<file path="config.mk">
export PLATFORM = sky130hd
export DESIGN_NAME = sort
export DESIGN_NICKNAME = d
export VERILOG_FILES = /design/src/rtl/sort_pkg.sv /design/src/rtl/sort_cas.sv /design/src/rtl/sort.sv
export SDC_FILE = /design/constraint.sdc
export NUM_CORES = 2
export LEC_CHECK = 0
export ABC_CLOCK_PERIOD_IN_PS = 7840
export CAP_MARGIN = 15
export CELL_PAD_IN_SITES_DETAIL_PLACEMENT = 1
export CELL_PAD_IN_SITES_GLOBAL_PLACEMENT = 2
export CORE_AREA = 2 2 396 398
export CTS_BUF_LIST = sky130_fd_sc_hd__clkbuf_8
export DETAILED_ROUTE_END_ITERATION = 6
export DIE_AREA = 0 0 398 400
export GPL_TIMING_DRIVEN = 1
export PLACE_DENSITY = 0.94
export SLEW_MARGIN = 20
export SYNTH_ARGS = -nofsm -noshare
export SYNTH_HDL_FRONTEND = slang
export SYNTH_SLANG_ARGS = --single-unit
</file>
<file path="constraint.sdc">
create_clock -name clk -period 7.84 [get_ports clk]
set_input_delay 1.568 -clock clk [delete_from_list [all_inputs] [get_ports clk]]
set_output_delay 1.568 -clock clk [all_outputs]
set_load 0.005 [all_outputs]
</file>
<file path="src/rtl/sort_pkg.sv">
// Shared types and elaboration helpers for the shear-sort engine.
// The SORT_SIGNED_EN macro (see sort_cas) selects signed key comparison.
package sort_pkg;

  typedef enum logic [1:0] {
    LOAD,
    ROW_PH,
    COL_PH,
    DONE
  } state_t;

  // Row/column phase pairs repeated ceil(log2 rows) times, plus a closing row phase.
  function automatic int phase_count(input int rows);
    return 2 * $clog2(rows) + 1;
  endfunction

  function automatic int step_width(input int rows, input int cols);
    int m;
    m = (rows > cols) ? rows : cols;
    return $clog2(m) + 1;
  endfunction

endpackage

</file>
<file path="src/rtl/sort_cas.sv">
// Compare-and-swap cell: the lo-side output takes the key that belongs at the lower index.
// Defining SORT_SIGNED_EN compares keys as two's-complement values.
module sort_cas
  import sort_pkg::*;
#(
  parameter int WIDTH = 8
) (
  input  logic [WIDTH-1:0] a_i,
  input  logic [WIDTH-1:0] b_i,
  input  logic             descending_i,
  output logic [WIDTH-1:0] lo_o,
  output logic [WIDTH-1:0] hi_o
);

  logic a_gt_b;
  logic a_lt_b;
  logic swap;

`ifdef SORT_SIGNED_EN
  assign a_gt_b = $signed(a_i) > $signed(b_i);
  assign a_lt_b = $signed(a_i) < $signed(b_i);
`else
  assign a_gt_b = a_i > b_i;
  assign a_lt_b = a_i < b_i;
`endif

  // Strict comparisons keep equal keys in place.
  assign swap = descending_i ? a_lt_b : a_gt_b;
  assign lo_o = swap ? b_i : a_i;
  assign hi_o = swap ? a_i : b_i;

endmodule

</file>
<file path="src/rtl/sort.sv">
// Mesh shear-sort: loads a ROW x COL grid once, then sorts it into snake order with
// alternating row/column odd-even transposition phases. SORT_SIGNED_EN selects signed keys.
module sort
  import sort_pkg::*;
#(
  parameter int WIDTH = 8,
  parameter int ROW   = 8,
  parameter int COL   = 8
) (
  input  logic                     clk,
  input  logic                     rst,
  input  logic [WIDTH*COL*ROW-1:0] init_values,
  output logic [WIDTH*COL*ROW-1:0] sorted_values,
  output logic                     done
);

  localparam int NPH    = phase_count(ROW);
  localparam int PH_W   = $clog2(NPH) + 1;
  localparam int STEP_W = step_width(ROW, COL);

  state_t              state_q, state_d;
  logic [PH_W-1:0]     phase_q, phase_d;
  logic [STEP_W-1:0]   step_q, step_d;
  logic                done_q;

  logic [WIDTH-1:0] grid_q [ROW][COL];
  logic [WIDTH-1:0] grid_d [ROW][COL];

  logic [WIDTH-1:0] row_lo [ROW][COL-1];
  logic [WIDTH-1:0] row_hi [ROW][COL-1];
  logic [WIDTH-1:0] col_lo [ROW-1][COL];
  logic [WIDTH-1:0] col_hi [ROW-1][COL];

  always_ff @(posedge clk or negedge rst) begin
    if (!rst) begin
      state_q <= LOAD;
      phase_q <= '0;
      step_q  <= '0;
    end else begin
      state_q <= state_d;
      phase_q <= phase_d;
      step_q  <= step_d;
    end
  end

  always_comb begin
    state_d = state_q;
    phase_d = phase_q;
    step_d  = step_q;
    case (state_q)
      LOAD: begin
        state_d = ROW_PH;
        phase_d = '0;
        step_d  = '0;
      end
      ROW_PH: begin
        if (step_q == STEP_W'(COL - 1)) begin
          step_d = '0;
          if (phase_q == PH_W'(NPH - 1)) begin
            state_d = DONE;
          end else begin
            state_d = COL_PH;
            phase_d = phase_q + 1'b1;
          end
        end else begin
          step_d = step_q + 1'b1;
        end
      end
      COL_PH: begin
        if (step_q == STEP_W'(ROW - 1)) begin
          step_d  = '0;
          state_d = ROW_PH;
          phase_d = phase_q + 1'b1;
        end else begin
          step_d = step_q + 1'b1;
        end
      end
      default: ;
    endcase
  end

  // done lags the DONE state by one edge so it rises one clock after the last step.
  always_ff @(posedge clk or negedge rst) begin
    if (!rst) begin
      done_q <= 1'b0;
    end else if (state_q == DONE) begin
      done_q <= 1'b1;
    end
  end

  assign done = done_q;

  generate
    for (genvar gi = 0; gi < ROW; gi++) begin : g_row_cas
      for (genvar gj = 0; gj < COL - 1; gj++) begin : g_cell
        sort_cas #(.WIDTH(WIDTH)) u_cas (
          .a_i          (grid_q[gi][gj]),
          .b_i          (grid_q[gi][gj+1]),
          .descending_i (1'(gi % 2)),
          .lo_o         (row_lo[gi][gj]),
          .hi_o         (row_hi[gi][gj])
        );
      end
    end

    for (genvar gi = 0; gi < ROW - 1; gi++) begin : g_col_cas
      for (genvar gj = 0; gj < COL; gj++) begin : g_cell
        sort_cas #(.WIDTH(WIDTH)) u_cas (
          .a_i          (grid_q[gi][gj]),
          .b_i          (grid_q[gi+1][gj]),
          .descending_i (1'b0),
          .lo_o         (col_lo[gi][gj]),
          .hi_o         (col_hi[gi][gj])
        );
      end
    end

    for (genvar gi = 0; gi < ROW; gi++) begin : g_grid_row
      for (genvar gj = 0; gj < COL; gj++) begin : g_grid_col
        localparam logic JPAR = 1'(gj % 2);
        localparam logic IPAR = 1'(gi % 2);
        logic [WIDTH-1:0] row_v;
        logic [WIDTH-1:0] col_v;

        // An element pairs rightward when its index parity matches the step parity.
        if (gj == 0) begin : g_rfirst
          assign row_v = (step_q[0] == JPAR) ? row_lo[gi][gj] : grid_q[gi][gj];
        end else if (gj == COL - 1) begin : g_rlast
          assign row_v = (step_q[0] != JPAR) ? row_hi[gi][gj-1] : grid_q[gi][gj];
        end else begin : g_rmid
          assign row_v = (step_q[0] == JPAR) ? row_lo[gi][gj] : row_hi[gi][gj-1];
        end

        if (gi == 0) begin : g_cfirst
          assign col_v = (step_q[0] == IPAR) ? col_lo[gi][gj] : grid_q[gi][gj];
        end else if (gi == ROW - 1) begin : g_clast
          assign col_v = (step_q[0] != IPAR) ? col_hi[gi-1][gj] : grid_q[gi][gj];
        end else begin : g_cmid
          assign col_v = (step_q[0] == IPAR) ? col_lo[gi][gj] : col_hi[gi-1][gj];
        end

        assign grid_d[gi][gj] =
          (state_q == LOAD)   ? init_values[(gi*COL+gj)*WIDTH +: WIDTH] :
          (state_q == ROW_PH) ? row_v :
          (state_q == COL_PH) ? col_v : grid_q[gi][gj];

        assign sorted_values[(gi*COL+gj)*WIDTH +: WIDTH] = grid_q[gi][gj];
      end
    end
  endgenerate

  always_ff @(posedge clk or negedge rst) begin
    if (!rst) begin
      for (int i = 0; i < ROW; i++) begin
        for (int j = 0; j < COL; j++) begin
          grid_q[i][j] <= '0;
        end
      end
    end else begin
      grid_q <= grid_d;
    end
  end

endmodule

</file>
==> results.md <==
Run status:
- The run finished with clean final reports.

Layout:
- The fraction of final layout cells sized beyond drive strength 1 is 6.999%.
- The synthesis-to-finish area growth is 26.14%.
- In the layout the commonest cells are 1025 x sky130_fd_sc_hd__clkdlybuf4s50_1, 873 x sky130_fd_sc_hd__ha_1, 603 x sky130_fd_sc_hd__a21oi_1.
- The number of filler cells placed in the layout is 18.03k.
- The final-stage net count is 8567.
- Leaving out fill and tap cells, the most frequent cell in the layout is sky130_fd_sc_hd__clkdlybuf4s50_1.
- Excluding fillers, the count of instances in the completed layout stands at 9343.

Detailed routing:
- The routed via count is 61.80k.
- In the final routed layout, each cell accounts on average for 35.28 um.
- The remaining number of nets flagged by the antenna check after routing is 0.
- The count of unresolved DRC violations after routing is 0.
- In the routed layout, each cell is associated on average with a via count of 6.614.
- The total wire length is 329.6 mm.
- The first routing iteration left 6615 violations.
- The first detailed-routing pass took 5 iterations.

Worst setup path:
- STA puts the critical path data required time at 8.59 ns.
- In this design, the stage delay of the slowest critical-path cell is 0.93 ns.
- Of all nets on the critical path, the largest fanout is 60.
- The startpoint type of the worst setup path is a register.
- The worst setup path is captured at a register.
- The slowest stage of the critical path is the sky130_fd_sc_hd__nor2_4 cell.
- The data arrival at the endpoint of the critical path is 5.76 ns.
- The signal on the critical path passes through inv_1 -> ha_4 -> nand2b_1 -> nor2_4 -> buf_4 -> and3_1 -> a211o_1 -> mux2_2.
- Together, buffers and inverters on the worst path number 2.
- The cell type group with the largest total delay on the critical path is simple AND/OR/NAND/NOR gates.
- The critical path in this run is classified as register to register.

CTS:
- In this run, post-CTS repair resized a total of 0 instances.
- The number of buffers added by the clock tree synthesis step is 109.
- The clock-pin slew reported for the worst setup and hold paths after clock tree synthesis is 0.06 ns.
- The cell chosen for the clock root is sky130_fd_sc_hd__clkbuf_8.
- Clock tree synthesis found a total of 523 sinks.
- For this design, the CTS-stage hold fixing added 0 buffers.
- Post-CTS timing repair inserted 0 buffers for setup.
- The clock tree from TritonCTS is yes.
- The clock passes through at most 3 buffers.
- The depth of the CTS H-tree is 3.
- The clock latency on the worst-skew pair is 0.88 ns.

Synth:
- The fraction of synthesis flops using an asynchronous set or reset pin is 100.0%.
- During synthesis, Yosys emitted a total of 0 warnings.
- In this run, synthesis produced a sequential element count of 523.
- The number of nets produced by synthesis is 7714.
- In this run, distinct cell masters in the synthesized netlist total 84.
- Counting flops with a built-in enable in the synthesized netlist gives 0.
- The average footprint of a synthesized cell is 8.763 sq um.
- The post-synthesis instance area is 55410 sq um.
- The synthesized instance count is 6324.
- Sequential cells were found to cover 23.62% of the synthesized design area.
- The main flop type after synthesis is sky130_fd_sc_hd__dfrtp_1.

GRT:
- The total routing usage reported by global routing is 39.89%.
- The via count of the first global-routing pass was 63.03k.
- The first-pass GRT wire length is 463.3 mm.
- The number of antenna violations at the first check in global routing was 45.
- For this run the aggregate overflow at the end of global routing stands at 0.
- The largest net degree at the start of global routing is 153.

Worst hold path:
- The class of the most critical hold timing path is register to register.

Floorplan:
- The core area is 155100 sq um.
- Once the floorplan was initialized, standard cells occupied 35.72% of the core.
- In this run the horizontal extent of the chip is 398 um.
- The floorplan step set the die height to 400 um.
- 1027 I/O pins were placed.
- The row count is 145.
- The die covers 159200 sq um.

Power:
- IR analysis of the VDD net gives a maximum drop of 0.1827 mV.
- Summed over all cells, the static leakage comes to 0.03107 uW.
- Power spread over the standard cell area amounts to 518.1 nW/um^2.

Timing:
- The clock period minus worst slack is 5.010 ns.
- Static timing analysis puts the maximum clock frequency at 199.6 MHz.
- Setup repair after global routing left no endpoint under its margin.
- Adding up every negative setup slack in the final design gives 0 ns.
- The total count of max-transition violations in the final report is 0.
- The final period utilization is 63.91%.
- The setup clock skew after layout is 0.03338 ns.
- The count of endpoints failing setup in the final report is 0.
- The tightest slew margin relative to the limit is 21.02%.
- The final number of hold-violating endpoints came to 0.
- The transition time at the pin with the least slew margin is 1.169 ns.

Place:
- The wire-length estimate of the detail-placed layout is 248.5 mm.
- The final weighted congestion in routability-driven placement is 0.9800.
- Buffers placed on the I/O ports in this run total 1026.
- The number of cells in the design after placement is 9124.

Run:
- The max-cap check violation count is 0.
final cells by class:
type | instances | area [sq um] | share of cell area, %
flip-flops and latches | 523 | 13090 | 18.73
repair buffers | 1096 | 10880 | 15.56
inverters | 516 | 1947 | 2.785
multi-input cells | 4931 | 39040 | 55.85
clock buffers | 140 | 1927 | 2.757
clock inverters | 52 | 380.4 | 0.5441
diodes | 27 | 67.56 | 0.09666
well taps | 2058 | 2575 | 3.684
registers in the layout, summed over array words and instances (netlist names):
name / cells
sorted_values: 512
step_q: 4
phase_q: 4
done: 1
state_q: 2
synthesized netlist by cell type, types with 14 or more instances:
cell / n / area, sq um
sky130_fd_sc_hd__mux2i_1: 560 / 5605
sky130_fd_sc_hd__ha_1: 876 / 10960
sky130_fd_sc_hd__nor3_1: 80 / 400.4
sky130_fd_sc_hd__a21oi_1: 603 / 3018
sky130_fd_sc_hd__nand2b_1: 45 / 281.5
sky130_fd_sc_hd__mux2_2: 104 / 1171
sky130_fd_sc_hd__o21a_1: 15 / 112.6
sky130_fd_sc_hd__o211ai_1: 78 / 585.6
sky130_fd_sc_hd__o21ai_0: 341 / 1707
sky130_fd_sc_hd__inv_1: 514 / 1929
sky130_fd_sc_hd__nor2_1: 579 / 2173
sky130_fd_sc_hd__nand2_1: 346 / 1299
sky130_fd_sc_hd__buf_1: 52 / 195.2
sky130_fd_sc_hd__nand3_1: 34 / 170.2
sky130_fd_sc_hd__buf_2: 81 / 405.4
sky130_fd_sc_hd__clkbuf_1: 207 / 777.0
sky130_fd_sc_hd__mux4_2: 80 / 1802
sky130_fd_sc_hd__nand4_1: 151 / 944.7
sky130_fd_sc_hd__a211oi_1: 117 / 878.3
sky130_fd_sc_hd__dfrtp_1: 523 / 13090
sky130_fd_sc_hd__a31oi_1: 23 / 143.9
sky130_fd_sc_hd__a22oi_1: 127 / 953.4
sky130_fd_sc_hd__a311oi_1: 22 / 192.7
sky130_fd_sc_hd__a221oi_1: 365 / 3197
sky130_fd_sc_hd__a21o_1: 37 / 277.8
sky130_fd_sc_hd__nor2b_1: 90 / 563.0
sky130_fd_sc_hd__and3_1: 15 / 93.84
sky130_fd_sc_hd__buf_4: 14 / 105.1
sky130_fd_sc_hd__o22ai_1: 27 / 168.9
through the flow:
stage / setup WS (ns) / hold WS, ns / utilization [%] / area [sq um] / power [uW]
floorplan: 5.193 / 0.4622 / - / 55410 / 20860
global placement: 3.106 / 0.4816 / 43.52 / 67510 / 30840
detailed placement: 2.901 / 0.4882 / 43.53 / 67530 / 32210
CTS: 2.875 / 0.5208 / 45.02 / 69830 / 35610
global route: 2.686 / 0.5478 / 45.05 / 69880 / 38400
finish: 2.830 / 0.5299 / 45.06 / 69900 / 36220
report_power, final:
part	internal, uW	total (uW)	switching (uW)
Clock	1760	3280	1520
Combinational	11100	23200	12100
Sequential	4150	9760	5620
Total	17000	36200	19300
cells by family after synthesis:
logic type	Yosys count	share of synthesized area, %
multiplexers	744	15.48
AND/OR/NAND/NOR	1411	11.85
buffers and inverters	870	6.171
AO/OA/AOI/OAI	1900	23.10
adder cells (fa/ha/maj)	876	19.78
flip-flops	523	23.62
metal layers:
metal | global-route usage, % | wire length [um]
met1 | 49.91 | 128200
met2 | 61.09 | 143400
met3 | 9.219 | 31870
met4 | 26.89 | 25910
met5 | 0 | 181
path summary, 6_finish.rpt:
kind	start	slack, ns	cells past startpoint	end
setup / recovery	state_q[1]$_DFFE_PN0P_	2.83	8	sorted_values[159]$_DFFE_PN0P_
hold / removal	step_q[3]$_DFFE_PN0P_	0.53	1	step_q[3]$_DFFE_PN0P_
setup reg to reg	state_q[1]$_DFFE_PN0P_	2.83	8	sorted_values[159]$_DFFE_PN0P_
min in group asynchronous	rst	0.65	1	sorted_values[454]$_DFFE_PN0P_
hold reg to reg	step_q[3]$_DFFE_PN0P_	0.53	1	step_q[3]$_DFFE_PN0P_
max in group asynchronous	rst	5.24	3	sorted_values[52]$_DFFE_PN0P_
(Power assumes the default switching activity.)
